[config.mk]
export PLATFORM = sky130hd
export DESIGN_NAME = syncdivider_multi_flat
export DESIGN_NICKNAME = d
export VERILOG_FILES = /design/src/rtl/syncdivider_multi_if.sv /design/src/rtl/syncdivider_multi.sv /design/src/flat_wrapper.sv
export SDC_FILE = /design/constraint.sdc
export NUM_CORES = 1
export LEC_CHECK = 0
export BUFFER_PORTS_ARGS = -buffer_cell sky130_fd_sc_hd__buf_2
export CAP_MARGIN = 15
export CORE_MARGIN = 2
export CORE_UTILIZATION = 30
export CTS_BUF_LIST = sky130_fd_sc_hd__clkbuf_4
export DETAILED_ROUTE_END_ITERATION = 12
export PLACE_DENSITY_LB_ADDON = 0.12
export SYNTH_ARGS = -nofsm -noshare
export SYNTH_HDL_FRONTEND = slang
export SYNTH_SLANG_ARGS = --single-unit
[constraint.sdc]
create_clock -name CLK -period 2 [get_ports CLK]
set_input_delay 0.3 -clock CLK [delete_from_list [all_inputs] [get_ports CLK]]
set_output_delay 0.3 -clock CLK [all_outputs]
set_load 0.05 [all_outputs]
[src/rtl/syncdivider_multi_if.sv]
// Sync-divider control/observation bundle: the sync source and push-button side
// drive through master, the divider sits on slave.
interface syncdivider_multi_if #(
    parameter int NCHAN = 4,
    parameter int SELW  = 2,
    parameter int CW    = 3
);
    logic              sync_in;
    logic              restart;
    logic [SELW-1:0]   sel_chan;
    logic              pb_divby;
    logic              pb_offset;
    logic              pb_mute;
    logic [NCHAN-1:0]  sync_out;
    logic [NCHAN-1:0]  muted;
    logic [CW-1:0]     beat_count;
    logic [CW:0]       disp_divby;
    logic [CW-1:0]     disp_offset;
    logic              update_pending;

    modport master (
        output sync_in, restart, sel_chan, pb_divby, pb_offset, pb_mute,
        input  sync_out, muted, beat_count, disp_divby, disp_offset, update_pending
    );

    modport slave (
        input  sync_in, restart, sel_chan, pb_divby, pb_offset, pb_mute,
        output sync_out, muted, beat_count, disp_divby, disp_offset, update_pending
    );
endinterface

[src/rtl/syncdivider_multi.sv]
// Multi-channel power-of-two sync divider with per-channel offset and mute.
// Define SYNCDIV_DEFER_EN to defer divider/offset edits to the next bar boundary.
module syncdivider_multi #(
    parameter int NCHAN = 4,
    parameter int SELW  = 2,
    parameter int CW    = 3,
    parameter int EXPW  = 2
) (
    input logic                CLK,
    input logic                RST,
    syncdivider_multi_if.slave bus
);

    logic [CW-1:0]    cnt_q, cnt_d;
    logic [EXPW-1:0]  exp_q [NCHAN];
    logic [EXPW-1:0]  exp_d [NCHAN];
    logic [CW-1:0]    off_q [NCHAN];
    logic [CW-1:0]    off_d [NCHAN];
    logic [NCHAN-1:0] mute_q, mute_d;
    logic [NCHAN-1:0] sel_hit;
    logic [NCHAN-1:0] pulse;
    logic [CW-1:0]    ceff;
    logic [CW-1:0]    phase;

`ifdef SYNCDIV_DEFER_EN
    logic [EXPW-1:0]  pexp_q [NCHAN];
    logic [EXPW-1:0]  pexp_d [NCHAN];
    logic [CW-1:0]    poff_q [NCHAN];
    logic [CW-1:0]    poff_d [NCHAN];
    logic             pend_q, pend_d;
    logic             boundary;
`endif

    function automatic logic [CW-1:0] low_mask(input logic [EXPW-1:0] e);
        logic [CW:0] m;
        m = ((CW+1)'(1) << e) - (CW+1)'(1);
        return m[CW-1:0];
    endfunction

    function automatic logic [EXPW-1:0] step_exp(input logic [EXPW-1:0] e);
        return (e == EXPW'(CW)) ? '0 : e + EXPW'(1);
    endfunction

    // Decoding by comparison keeps out-of-range selects from matching any channel.
    always_comb begin
        sel_hit = '0;
        for (int unsigned c = 0; c < NCHAN; c++) begin
            if (bus.sel_chan == SELW'(c)) sel_hit[c] = 1'b1;
        end
    end

    always_comb begin
        pulse = '0;
        phase = '0;
        ceff  = bus.restart ? '0 : cnt_q;
        for (int unsigned c = 0; c < NCHAN; c++) begin
            phase    = ceff - off_q[c];
            pulse[c] = bus.sync_in & ~mute_q[c] & ((phase & low_mask(exp_q[c])) == '0);
        end
    end

    always_comb begin
        cnt_d = cnt_q;
        if (bus.restart)      cnt_d = bus.sync_in ? CW'(1) : '0;
        else if (bus.sync_in) cnt_d = cnt_q + CW'(1);

        mute_d = mute_q ^ (sel_hit & {NCHAN{bus.pb_mute}});

        for (int unsigned c = 0; c < NCHAN; c++) begin
            exp_d[c] = exp_q[c];
            off_d[c] = off_q[c];
        end

`ifdef SYNCDIV_DEFER_EN
        boundary = bus.restart | (bus.sync_in & (cnt_q == '1));
        for (int unsigned c = 0; c < NCHAN; c++) begin
            pexp_d[c] = pexp_q[c];
            poff_d[c] = poff_q[c];
            if (boundary) begin
                exp_d[c] = pexp_q[c];
                off_d[c] = poff_q[c];
            end
            if (sel_hit[c] && bus.pb_divby)  pexp_d[c] = step_exp(pexp_q[c]);
            if (sel_hit[c] && bus.pb_offset) poff_d[c] = poff_q[c] + CW'(1);
        end
        // An edit landing on a boundary stays pending for the following one.
        pend_d = ((|sel_hit) & (bus.pb_divby | bus.pb_offset)) | (pend_q & ~boundary);
`else
        for (int unsigned c = 0; c < NCHAN; c++) begin
            if (sel_hit[c] && bus.pb_divby)  exp_d[c] = step_exp(exp_q[c]);
            if (sel_hit[c] && bus.pb_offset) off_d[c] = off_q[c] + CW'(1);
        end
`endif
    end

    always_ff @(posedge CLK) begin
        if (RST) begin
            cnt_q  <= '0;
            mute_q <= '0;
            for (int unsigned c = 0; c < NCHAN; c++) begin
                exp_q[c] <= '0;
                off_q[c] <= '0;
`ifdef SYNCDIV_DEFER_EN
                pexp_q[c] <= '0;
                poff_q[c] <= '0;
`endif
            end
`ifdef SYNCDIV_DEFER_EN
            pend_q <= 1'b0;
`endif
        end else begin
            cnt_q  <= cnt_d;
            mute_q <= mute_d;
            for (int unsigned c = 0; c < NCHAN; c++) begin
                exp_q[c] <= exp_d[c];
                off_q[c] <= off_d[c];
`ifdef SYNCDIV_DEFER_EN
                pexp_q[c] <= pexp_d[c];
                poff_q[c] <= poff_d[c];
`endif
            end
`ifdef SYNCDIV_DEFER_EN
            pend_q <= pend_d;
`endif
        end
    end

    always_comb begin
        bus.disp_divby  = '0;
        bus.disp_offset = '0;
        for (int unsigned c = 0; c < NCHAN; c++) begin
            if (sel_hit[c]) begin
`ifdef SYNCDIV_DEFER_EN
                bus.disp_divby  = (CW+1)'(1) << pexp_q[c];
                bus.disp_offset = poff_q[c];
`else
                bus.disp_divby  = (CW+1)'(1) << exp_q[c];
                bus.disp_offset = off_q[c];
`endif
            end
        end
    end

    assign bus.sync_out   = RST ? '0 : pulse;
    assign bus.muted      = mute_q;
    assign bus.beat_count = cnt_q;
`ifdef SYNCDIV_DEFER_EN
    assign bus.update_pending = pend_q;
`else
    assign bus.update_pending = 1'b0;
`endif

endmodule

[src/flat_wrapper.sv]
// flat-port wrapper written by rule: the top's interface ports become plain ports
module syncdivider_multi_flat 
#(
    parameter int NCHAN = 4,
    parameter int SELW  = 2,
    parameter int CW    = 3,
    parameter int EXPW  = 2
)
  (CLK, RST, bus_sync_in, bus_restart, bus_sel_chan, bus_pb_divby, bus_pb_offset, bus_pb_mute, bus_sync_out, bus_muted, bus_beat_count, bus_disp_divby, bus_disp_offset, bus_update_pending);
  syncdivider_multi_if #(.NCHAN(NCHAN), .SELW(SELW), .CW(CW)) bus_i ();
  input logic CLK;
  input logic RST;
  input wire logic [$bits(bus_i.sync_in)-1:0] bus_sync_in;
  input wire logic [$bits(bus_i.restart)-1:0] bus_restart;
  input wire logic [$bits(bus_i.sel_chan)-1:0] bus_sel_chan;
  input wire logic [$bits(bus_i.pb_divby)-1:0] bus_pb_divby;
  input wire logic [$bits(bus_i.pb_offset)-1:0] bus_pb_offset;
  input wire logic [$bits(bus_i.pb_mute)-1:0] bus_pb_mute;
  output wire logic [$bits(bus_i.sync_out)-1:0] bus_sync_out;
  output wire logic [$bits(bus_i.muted)-1:0] bus_muted;
  output wire logic [$bits(bus_i.beat_count)-1:0] bus_beat_count;
  output wire logic [$bits(bus_i.disp_divby)-1:0] bus_disp_divby;
  output wire logic [$bits(bus_i.disp_offset)-1:0] bus_disp_offset;
  output wire logic [$bits(bus_i.update_pending)-1:0] bus_update_pending;
  assign bus_i.sync_in = bus_sync_in;
  assign bus_i.restart = bus_restart;
  assign bus_i.sel_chan = bus_sel_chan;
  assign bus_i.pb_divby = bus_pb_divby;
  assign bus_i.pb_offset = bus_pb_offset;
  assign bus_i.pb_mute = bus_pb_mute;
  assign bus_sync_out = bus_i.sync_out;
  assign bus_muted = bus_i.muted;
  assign bus_beat_count = bus_i.beat_count;
  assign bus_disp_divby = bus_i.disp_divby;
  assign bus_disp_offset = bus_i.disp_offset;
  assign bus_update_pending = bus_i.update_pending;
  syncdivider_multi #(.NCHAN(NCHAN), .SELW(SELW), .CW(CW), .EXPW(EXPW)) u_core (.CLK(CLK), .RST(RST), .bus(bus_i));
endmodule
[Word-level counts from Yosys, hierarchy flattened]
Memories as Yosys holds them, arrays and structs flattened.
Index checks and enable logic that the tools add are counted.
Operators by class
  add/subtract/negate cells: 17
  equal/unequal tests: 7
  shift-type cells: 4
  mux-type cells: 40
  bitwise logic cells: 26
  reductions and logical operators: 14
Operator list (count)
  3-bit two-way mux: 15
  2-bit two-way mux: 12
  4-bit two-way mux: 5
  1-bit by 2-bit << shifter with 4-bit output, first input constant: 4
  3-bit by 1-bit adder with 3-bit output, second input constant: 5
  3-bit AND: 4
  2-bit equality test, second input constant: 6
  3-bit logical NOT: 4
  3-bit by 2-bit subtractor with 3-bit output, second input constant: 4
  3-bit subtractor: 4
  2-bit by 1-bit adder with 2-bit output, second input constant: 4
  1-bit AND: 8
  1-bit logical AND: 8
  1-bit two-way mux: 8
  1-bit bitwise OR: 8
  4-bit AND: 1
  1-bit NOT: 4
  4-bit XOR: 1
  2-bit by 1-bit equality test with 1-bit output, second input constant: 1
  2-bit logical NOT: 1
  2-bit nonzero test: 1
Word-level totals
  bits in registers: 7
  memory bits (writable): 20
  input port bits: 9
  output and inout port bits: 19
  word-level logic and storage cells: 112
  memories: 2
Memory list
  u_core.off_q: depth 4, width 3, read ports 4, clocked after Yosys merged registers in 0, write ports 4, RTL line syncdivider_multi.sv:17  | logic [CW-1:0] off_q [NCHAN];
  u_core.exp_q: depth 4, width 2, read ports 4, clocked after Yosys merged registers in 0, write ports 4, RTL line syncdivider_multi.sv:15  | logic [EXPW-1:0] exp_q [NCHAN];

[Longest topological paths before layout]
Gate-level depths: netlist of run 1.
An unclocked memory read counts as a cell.
  word-level depth: 7
  mapped depth: 7
  mapped depth without buffers: 7

[Worst setup path before layout of run 1]
No wires, ideal clock.
  kind: register to output
  start: reg u_core.cnt_q[1], in the netlist u_core.bus.beat_count[1]
  end: out bus_sync_out[2]
  data arrival time: 2435 ps
  required time: 1700 ps
  slack: -735 ps
  cell stages (with the launch flop): 6
  path through: dfxtp_1 > nor2b_1 > fa_1 > xor2_1 > xnor2_1 > a221oi_2
On the way
  cells in the longest elaborated chain, start to end: 6
RTL lines
  from (decl): RTL line syncdivider_multi.sv:14  | logic [CW-1:0] cnt_q, cnt_d;
  from (signal assigned): RTL line syncdivider_multi.sv:112  | cnt_q <= cnt_d;
  3-bit two-way mux: RTL line syncdivider_multi.sv:55  | ceff = bus.restart ? '0 : cnt_q;
  3-bit subtractor: RTL line syncdivider_multi.sv:57  | phase = ceff - off_q[c];
  3-bit AND: RTL line syncdivider_multi.sv:58  | pulse[c] = bus.sync_in & ~mute_q[c] & ((phase & low_mask(exp_q[c])) == '0);
  3-bit logical NOT: RTL line syncdivider_multi.sv:58
  1-bit AND: RTL line syncdivider_multi.sv:58
  4-bit two-way mux: RTL line syncdivider_multi.sv:144  | assign bus.sync_out = RST ? '0 : pulse;
  to (decl): RTL line flat_wrapper.sv:19  | output wire logic [$bits(bus_i.sync_out)-1:0] bus_sync_out;
No other way between the ends.

[Final worst setup path of run 1]
  start: reg u_core.cnt_q[0], in the netlist u_core.bus.beat_count[0]
  end: out bus_sync_out[1]
Same word-level chain as after synthesis.

==> results of run 1 <==
synthesized netlist by cell type, drive strengths merged:
cell type   n
ha         28
dfxtp      27
nor2       26
inv        16
xor2       14
xnor2      11
mux2i      10
mux4        7
or3         7
buf         6
nand3b      6
nand2       5
a21oi       4
a221oi      4
fa          4
clkbuf      3
nand3       3
nor3b       3
nand2b      2
nand4b      2
nor2b       2
nor3        2
and4bb      1
conb        1
nand4       1
or2         1
metrics by stage:
step | setup slack [ns] | hold WS [ns] | util | instance area [um^2]
6_report | -0.408 | 0.230 | 0.428 | 2730
2_1_floorplan | -0.151 | 0.367 | - | 2060
4_1_cts | -0.441 | 0.220 | 0.412 | 2630
5_1_grt | -0.541 | 0.232 | 0.428 | 2730
3_3_place_gp | -0.207 | 0.519 | 0.377 | 2410
3_5_place_dp | -0.235 | 0.533 | 0.377 | 2410
sequential cells by signal (all words and copies together) (netlist names):
signal	cells
u_core.bus.beat_count	3
u_core.exp_q	8
u_core.bus.muted	4
u_core.off_q	12
layer usage:
layer | share of wire | GRT usage | up-vias
li1 | - | - | 754
met2 | 0.47 | 0.232 | 24
met1 | 0.48 | 0.186 | 694
met4 | 0.011 | 0.0231 | 0
met5 | 0 | 0 | -
met3 | 0.035 | 0.0292 | 4
worst paths after layout:
kind / from / to / slack (ns) / depth (start not counted)
worst max-delay path: u_core.bus.beat_count[0] / bus_sync_out[1] / -0.41 / 8
worst min-delay path: bus_sync_in / u_core.bus.beat_count[0] / 0.23 / 3
worst max register to register: u_core.exp_q[2][0] / u_core.exp_q[2][0] / 0.81 / 4
worst min register to register: u_core.bus.muted[2] / u_core.bus.muted[2] / 0.57 / 2
repair_timing:
item,CTS,global route
cloned,0,0
pin swaps,1,3
endpoints found under the setup margin,8,8
gates resized for setup,49,17
setup buffers,4,2
area by class of cell:
class | instances | share of cell area
Clock buffer | 3 | 0.00825
Sequential cell | 27 | 0.205
Multi-Input combinational cell | 144 | 0.569
Timing Repair Buffer | 54 | 0.157
Tap cell | 77 | 0.0353
Clock inverter | 1 | 0.00183
Inverter | 16 | 0.0238
critical path: cells and delay by family, from the launching register on:
family | cells | cell delay [ns]
compound gates | 1 | 0.25
fa+ha+maj | 2 | 0.48
simple gates | 1 | 0.09
xor+xnor | 2 | 0.33
buf+inv | 2 | 0.24
flops | 1 | 0.39
power breakdown:
part	internal (mW)	switching [mW]	total [mW]
combinational	0.154	0.208	0.363
clock	0.0753	0.181	0.256
sequential	0.555	0.0147	0.570
cells by family after synthesis:
logic type	count (synthesis)	share of synthesized area
adder cells (fa/ha/maj)	32	0.217
other	1	0.00189
AND/OR/NAND/NOR	61	0.170
XOR/XNOR	25	0.110
AO/OA/AOI/OAI	8	0.0404
flip-flops	27	0.273
buffers and inverters	25	0.0574
multiplexers	17	0.130
==> metrics, run 1 <==
peak supply drop 0.000306 V; Fmax 415 MHz; vias 1,476; FF/Latch Area 561 um^2; Syn. warnings 0; Synth area leader dfxtp_1; P&R area growth vs syn 37.7%; Final period util 1.20; clock sink count 27; fin cells 322; Yosys top cell area share 0.273; WP data arrival 2.11 ns; syn_nets 237; Final Critical Period 2.41 ns; remaining global-route overflow 0; final WL 4650 um; Crit Path Category reg -> out; Avg WL per Cell 14.4 um; Num CTS Buffers 3; first-pass GRT wire length 7980 um; critical-path cell list nand2b_4 > ha_1 > inv_1 > fa_2 > xor2_2 > xnor2_2 > a221oi_4 > buf_6; Port Buffer Count 26; post-synthesis register bit count 27; Yosys cell types 31; Pleak 1.15 nW; most frequent cells in the layout nor2_1, buf_4, buf_2, dfxtp_1; Via density 4.58; most common cell after layout, fill and taps aside nor2_1; clk buf depth 2; Die Ht 85.3 um; multi-input logic area 1550 um^2; largest net degree at the start of global routing 28; failing checks setup timing; row count 29; GRT Resource Usage Total 0.139; mapped cell area 1980 um^2; n_diodes 0; vias in the first global route 1,579; nets 287; Setup Viol. Count Final 4; syn avg cell area 10.1 um^2; sequential element share of the synthesized area 0.273; delay of the slowest cell on the worst path 0.39 ns; CTS tree done; HPWL after DPL 3540 um; hold buffer count at cts 0; Die X 85.3 um; die area 7280 um^2; Synth Instances 196; DRC viols 0; core area 6390 um^2; CTS clk-pin slew, worst paths 0.16 ns; Initial Util 0.311; worst-path maximum fanout 5; RSZ-0062 raised after global routing yes; critical path required time 1.70 ns; max cap viols 0; Power, Total 1.19 mW; Fill cells 635; num ports 28; Clock Latency Late Sink 0.34 ns; placed insts 313; synth top area cells dfxtp_1, ha_1, mux4_2; Placer Congestion 0.704; Crit. End Element output pin; skew final 0.00742 ns; initial antenna violation count 0; H-tree lvl count 1; Final Hold Violating Endpoints 0; DR pass1 iterations 4; remaining antenna violation count after routing 0; CP Launch Type flip-flop; TNS Setup -1.61 ns; PwrDens 435 nW/um^2; clk root buf clkbuf_4; Setup WS post-layout -0.408 ns; drt initial violations 42; layout cells sized above 1 0.449; status finished with violations; CP max-delay cell dfxtp_4; Hold Path Class in -> reg; max-slew violation count 0
(Power assumes the default switching activity.)
==> run 2, diff against run 1 <==
CELL_PAD_IN_SITES_DETAIL_PLACEMENT = 0   (was not set)
CELL_PAD_IN_SITES_GLOBAL_PLACEMENT = 1   (was not set)
SKIP_CTS_REPAIR_TIMING = 1   (was not set)
==> run 2 against run 1 <==
Against the previous run:
- the run still ends with setup timing left
- register-to-register slack lost 0.07 ns
- critical path type unchanged
- clock-buffer cell count is the same
- cell count grew 0.31%
- combinational power is essentially flat
- sequential power is essentially flat
- critical path depth is the same
- clock power grew 3%
- clock skew shrank 0.0067 ns
- non-clock buffer count grew 1
==> metrics, run 2 (synthesis gave the netlist of run 1 again) <==
status finished with violations; failing checks setup timing; CP max-delay cell dfxtp_4; vias in the first global route 1,570 (-0.57%); Hold Path Class in -> reg; DR pass1 iterations 4 (unchanged); num ports 28 (unchanged); Fmax 416 MHz (+0.21%); Crit. End Element output pin; max cap viols 0 (unchanged); Power, Total 1.20 mW (+0.71%); Fin Hold WS 0.233 ns (+0.00326 ns); core area 6390 um^2 (unchanged); n_diodes 0 (unchanged); Worst Setup SP u_core.bus.beat_count[0]; worst-path maximum fanout 5 (unchanged); Placer Congestion 0.744 (+5.7%); CP Launch Type flip-flop; nets 288 (+0.35%); Seq pwr share 0.474 (-0.005); delay of the slowest cell on the worst path 0.39 ns (about the same); NetSw 412 uW (+2.1%); Worst R2R End u_core.exp_q[3][0]; first-pass GRT wire length 7680 um (-3.7%); internal power 785 uW (about the same); Avg WL per Cell 14.7 um (+1.8%); remaining antenna violation count after routing 0 (unchanged); Final Critical Period 2.40 ns (-0.00500 ns); Port Buffer Count 26 (unchanged); Final Hold Violating Endpoints 0 (unchanged); CTS tree done; peak supply drop 0.000254 V (-17%); critical-path cell list nand2b_4 > ha_1 > inv_1 > fa_2 > xor2_1 > xnor2_1 > a221oi_4 > buf_6; most common cell after layout, fill and taps aside nor2_1; row count 29 (unchanged); DRC viols 0 (unchanged); die area 7280 um^2 (unchanged); largest net degree at the start of global routing 28 (unchanged); fin cells 323 (+0.31%); layout cells sized above 1 0.451 (+0.00224); Final period util 1.20 (-0.00250); critical path required time 1.70 ns (about the same); flop-to-flop setup slack 0.74 ns (-0.07 ns); Logic pwr share 0.305 (about the same); initial antenna violation count 0 (unchanged); Area after DPL 2380 um^2 (-0.94%); Biggest register u_core.off_q; Setup Viol. Count Final 6 (+2); Pleak 1.15 nW (+0.41%); skew final 0.000676 ns (-0.00675 ns); CTS clk-pin slew, worst paths 0.17 ns (about the same); clk root buf clkbuf_4; Fill cells 642 (+1.1%); design area 2730 um^2 (-0.23%); H-tree lvl count 1 (unchanged); PwrDens 439 nW/um^2 (+0.94%); P&R area growth vs syn 37.4%; max reg flops 12 (unchanged); clock sink count 27 (unchanged); drt initial violations 27 (-36%); clock share of power 0.220 (+0.004); Die X 85.3 um (unchanged); remaining global-route overflow 0 (unchanged); GRT Resource Usage Total 0.132 (-0.00673); Initial Util 0.311 (unchanged); clk buf depth 2 (unchanged); final WL 4750 um (+2.1%); most frequent cells in the layout nor2_1, buf_4, buf_2, dfxtp_1; Via density 4.55 (-0.78%); RSZ-0062 raised after global routing yes; CP Capture Point bus_sync_out[0]; HPWL after DPL 3550 um (+0.50%); max-slew violation count 0 (unchanged); Die Ht 85.3 um (unchanged); Clock Latency Late Sink 0.34 ns (about the same); Setup WS post-layout -0.403 ns (+0.00500 ns); r2r worst-path depth 5 (+1); reg-to-reg startpoint u_core.exp_q[3][0]; Num CTS Buffers 3 (unchanged); vias 1,469 (-0.47%); Sw Ratio 0.344 (+0.00462); hold wc startpoint bus_restart; WHS Path Cells 3 (unchanged); placed insts 310 (-0.96%); WP data arrival 2.10 ns (about the same); Crit Path Category reg -> out
==> run 2: changes by cell type in the layout (fill, tap and decap cells not counted), sizes merged <==
cell,before,now
buf,54,55
==> run 2: per-layer routing <==
layer | GRT usage | wire (um) | vias to the layer above
li1 | - | - | 755
met1 | 0.172 | 2210 | 696
met2 | 0.231 | 2380 | 16
met3 | 0.0204 | 124 | 2
met4 | 0.0260 | 26 | 0
met5 | 0 | 0 | -
==> run 2: area by class of cell <==
| type | count | area (um^2) | area share |
|---|---|---|---|
| Timing Repair Buffer | 55 | 432 | 0.158 |
| Sequential cell | 27 | 568 | 0.208 |
| Inverter | 16 | 60.1 | 0.0220 |
| Tap cell | 77 | 96.3 | 0.0354 |
| Clock buffer | 3 | 22.5 | 0.00826 |
| Clock inverter | 1 | 5.00 | 0.00184 |
| Multi-Input combinational cell | 144 | 1540 | 0.566 |
==> run 2: worst max-delay path: cells and delay by family, from the launching register on <==
kind	cells	cell delay (ns)
buffers and inverters	2	0.24
XOR/XNOR	2	0.31
flip-flops	1	0.39
adder cells (fa/ha/maj)	2	0.47
AND/OR/NAND/NOR	1	0.09
AO/OA/AOI/OAI	1	0.27
==> run 2: worst min path at each step <==
stage	to	slack [ns]
floorplan	u_core.bus.beat_count[1]	0.37
global placement	u_core.bus.muted[1]	0.52
detailed placement	u_core.bus.muted[1]	0.53
CTS	u_core.bus.beat_count[1]	0.22
global route	u_core.bus.beat_count[1]	0.22
finish	u_core.bus.beat_count[1]	0.23
==> run 2: power groups by stage <==
stage	clock network [mW]	logic, mW	registers, mW
floorplan	0	0.209	0.608
global placement	0	0.319	0.581
detailed placement	0	0.323	0.582
CTS	0.285	0.324	0.571
global route	0.302	0.397	0.572
finish	0.264	0.365	0.568
==> run 2: through the flow <==
step,util,TNS (ns),worst slack (ns)
2_1_floorplan,-,-0.600,-0.151
3_3_place_gp,0.373,-0.841,-0.219
3_5_place_dp,0.373,-0.961,-0.268
4_1_cts,0.378,-2.43,-0.534
5_1_grt,0.427,-2.30,-0.520
6_report,0.427,-1.67,-0.403
==> run 3, diff against run 2 <==
ABC_AREA = 1   (was not set)
==> run 3 against run 2 <==
Against the previous run:
- the flow still finishes with violations (setup timing)
- setup slack improved by 0.064 ns
- highest routed layer unchanged
- critical endpoint is now bus_sync_out[2]
- maximum frequency increased by 2.7%
- largest cell class unchanged
- largest power group unchanged
- sequential cell count unchanged
- utilization fell by 4.1 points
- routed wire length grew 16%
==> metrics, run 3 <==
Setup WS post-layout -0.339 ns (+0.0641 ns); HPWL after DPL 4350 um (+22%); CP Launch Type flip-flop; Pleak 1.30 nW (+12%); fin cells 445 (+38%); critical path required time 1.70 ns (about the same); Yosys top cell area share 0.262 (-0.0106); Num CTS Buffers 3 (unchanged); Placer Congestion 0.760 (+2.2%); hold endpoint u_core.bus.beat_count[2]; num ports 28 (unchanged); multi-input logic area 1350 um^2 (-13%); remaining global-route overflow 0 (unchanged); Fill cells 748 (+17%); n_diodes 0 (unchanged); H-tree lvl count 1 (unchanged); DRC viols 0 (unchanged); layout cells sized above 1 0.205 (-0.246); max-slew violation count 0 (unchanged); clk buf depth 2 (unchanged); vias 1,978 (+35%); CTS tree done; clock sink count 27 (unchanged); Final Critical Period 2.34 ns (-0.0642 ns); reg-to-reg startpoint u_core.off_q[2][0]; core area 6720 um^2 (+5.2%); most common cell after layout, fill and taps aside nand2_1; final WL 5510 um (+16%); row count 30 (+3.4%); number of synthesized flops with an enable pin 0 (unchanged); peak supply drop 0.000209 V (-18%); RSZ-0062 raised after global routing yes; Die Ht 86.9 um (+1.9%); hold wc startpoint bus_sync_in; failing checks setup timing; Port Buffer Count 26 (unchanged); remaining antenna violation count after routing 0 (unchanged); Avg WL per Cell 12.4 um (-16%); predominant post-synthesis flop cell dfxtp_1; largest net degree at the start of global routing 16 (-43%); initial antenna violation count 0 (unchanged); Clock Latency Late Sink 0.34 ns (about the same); worst-path maximum fanout 6 (+1); syn avg cell area 6.49 um^2 (-36%); asr flop ratio synth 0 (unchanged); Crit Path Category reg -> out; Worst R2R End u_core.off_q[2][2]; Yosys cell types 19 (-39%); top-count cell post-synth nand2_1; mapped cell area 2060 um^2 (+4.0%); relative slew slack 0.656; GRT Resource Usage Total 0.156 (+0.0238); Power, Total 1.23 mW (+2.6%); die area 7560 um^2 (+3.8%); Final Hold Violating Endpoints 0 (unchanged); most common library cells after synthesis nand2_1, inv_1, nor2_1, ha_1, dfxtp_1; Synth area leader dfxtp_1; fin util 0.386 (-0.0411); Syn. warnings 0 (unchanged); status finished with violations; P&R area growth vs syn 25.6%; r2r worst-path depth 5 (unchanged); clk root buf clkbuf_4; Fmax 428 MHz (+2.7%); nets 407 (+41%); PwrDens 474 nW/um^2 (+7.9%); Crit. End Element output pin; Synth Instances 318 (+62%); most frequent cells in the layout nand2_1, inv_1, nor2_1, ha_1, dfxtp_1; Via density 4.44 (-2.3%); WHS Path Cells 3 (unchanged); Setup Viol. Count Final 4 (-2); FF/Latch Area 546 um^2 (-4.0%); synth top area cells dfxtp_1, ha_1, nand2_1; max cap viols 0 (unchanged); placed insts 437 (+41%); first-pass GRT wire length 9140 um (+19%); skew final 0.00237 ns (+0.00169 ns); CTS clk-pin slew, worst paths 0.16 ns (about the same); post-synthesis register bit count 27 (unchanged); max reg flops 12 (unchanged); flop-to-flop setup slack 0.89 ns (+0.15 ns); Hold Path Class in -> reg; Initial Util 0.307 (-0.00346); WP data arrival 2.04 ns (-0.06 ns); Worst Max-Slew Pin Slew 0.515 ns; sequential element share of the synthesized area 0.262 (-0.0106); Die X 86.9 um (+1.9%); DR pass1 iterations 6 (+2); drt initial violations 66 (+140%); syn_nets 359 (+51%); Final period util 1.17 (-0.0321); vias in the first global route 1,901 (+21%); Biggest register u_core.off_q
[run 3: changes by cell type in the layout (fill, tap and decap cells not counted), moves of 10 or more]
| cell | before | now |
|---|---|---|
| nand2_1 | 5 | 79 |
| inv_1 | 11 | 55 |
| nor2_1 | 26 | 43 |
| o21ai_0 | 0 | 16 |
| a21oi_1 | 4 | 17 |
| nand3_1 | 3 | 16 |
| ha_1 | 14 | 26 |
| mux2i_1 | 10 | 0 |
| xnor2_1 | 10 | 0 |
| xor2_1 | 14 | 4 |
[run 3: per-layer routing]
metal | track usage | up-vias | wire, um
met5 | 0 | - | 0
met4 | 0.0384 | 0 | 59
met3 | 0.0180 | 5 | 134
met2 | 0.257 | 23 | 2530
met1 | 0.215 | 879 | 2790
li1 | - | 1071 | -
[run 3: power by group]
| part | leakage [nW] | internal, mW | total (mW) | switching (mW) |
|---|---|---|---|---|
| logic | 1.06 | 0.131 | 0.383 | 0.251 |
| clock network | 0.0177 | 0.0754 | 0.264 | 0.188 |
| registers | 0.221 | 0.562 | 0.582 | 0.0207 |
| total | 1.30 | 0.768 | 1.23 | 0.460 |
[run 3: layout make-up]
cell class,count,area share
Multi-Input combinational cell,226,0.520
Sequential cell,27,0.211
Timing Repair Buffer,46,0.125
Inverter,62,0.0956
Tap cell,80,0.0386
Clock buffer,3,0.00869
Clock inverter,1,0.00193
[run 3: kinds of logic after synthesis]
group           Yosys count  share of synthesized area
compound gates           37                     0.0970
xor+xnor                  4                     0.0170
fa+ha+maj                32                      0.209
other cells               1                    0.00182
buf+inv                  65                      0.120
simple gates            152                      0.294
flops                    27                      0.262
[run 3: critical path: stages, from the launching register on]
cell and delay, ns:
dfxtp_4 0.40, nand2_8 0.08, ha_4 0.13, inv_2 0.03
fa_2 0.52, nand2_2 0.05, nor2_2 0.11, nor2_2 0.06
nand2_2 0.07, clkinvlp_4 0.09, buf_8 0.15
[run 3: stage by stage]
step / setup TNS, ns / hold slack [ns] / worst slack [ns] / cell area, um^2
3_5_place_dp: -0.582 / 0.470 / -0.157 / 2430
3_3_place_gp: -0.583 / 0.471 / -0.170 / 2430
6_report: -1.32 / 0.212 / -0.339 / 2590
2_1_floorplan: 0 / 0.451 / 0.0413 / 2090
5_1_grt: -1.84 / 0.209 / -0.475 / 2590
4_1_cts: -1.86 / 0.193 / -0.478 / 2460
[run 3: worst max path at each step]
stage / from / to
CTS: u_core.bus.beat_count[0] / bus_sync_out[1]
global route: u_core.bus.beat_count[1] / bus_sync_out[1]
detailed placement: bus_restart / bus_sync_out[2]
floorplan: u_core.bus.beat_count[1] / bus_sync_out[3]
finish: u_core.bus.beat_count[0] / bus_sync_out[2]
global placement: bus_restart / bus_sync_out[2]
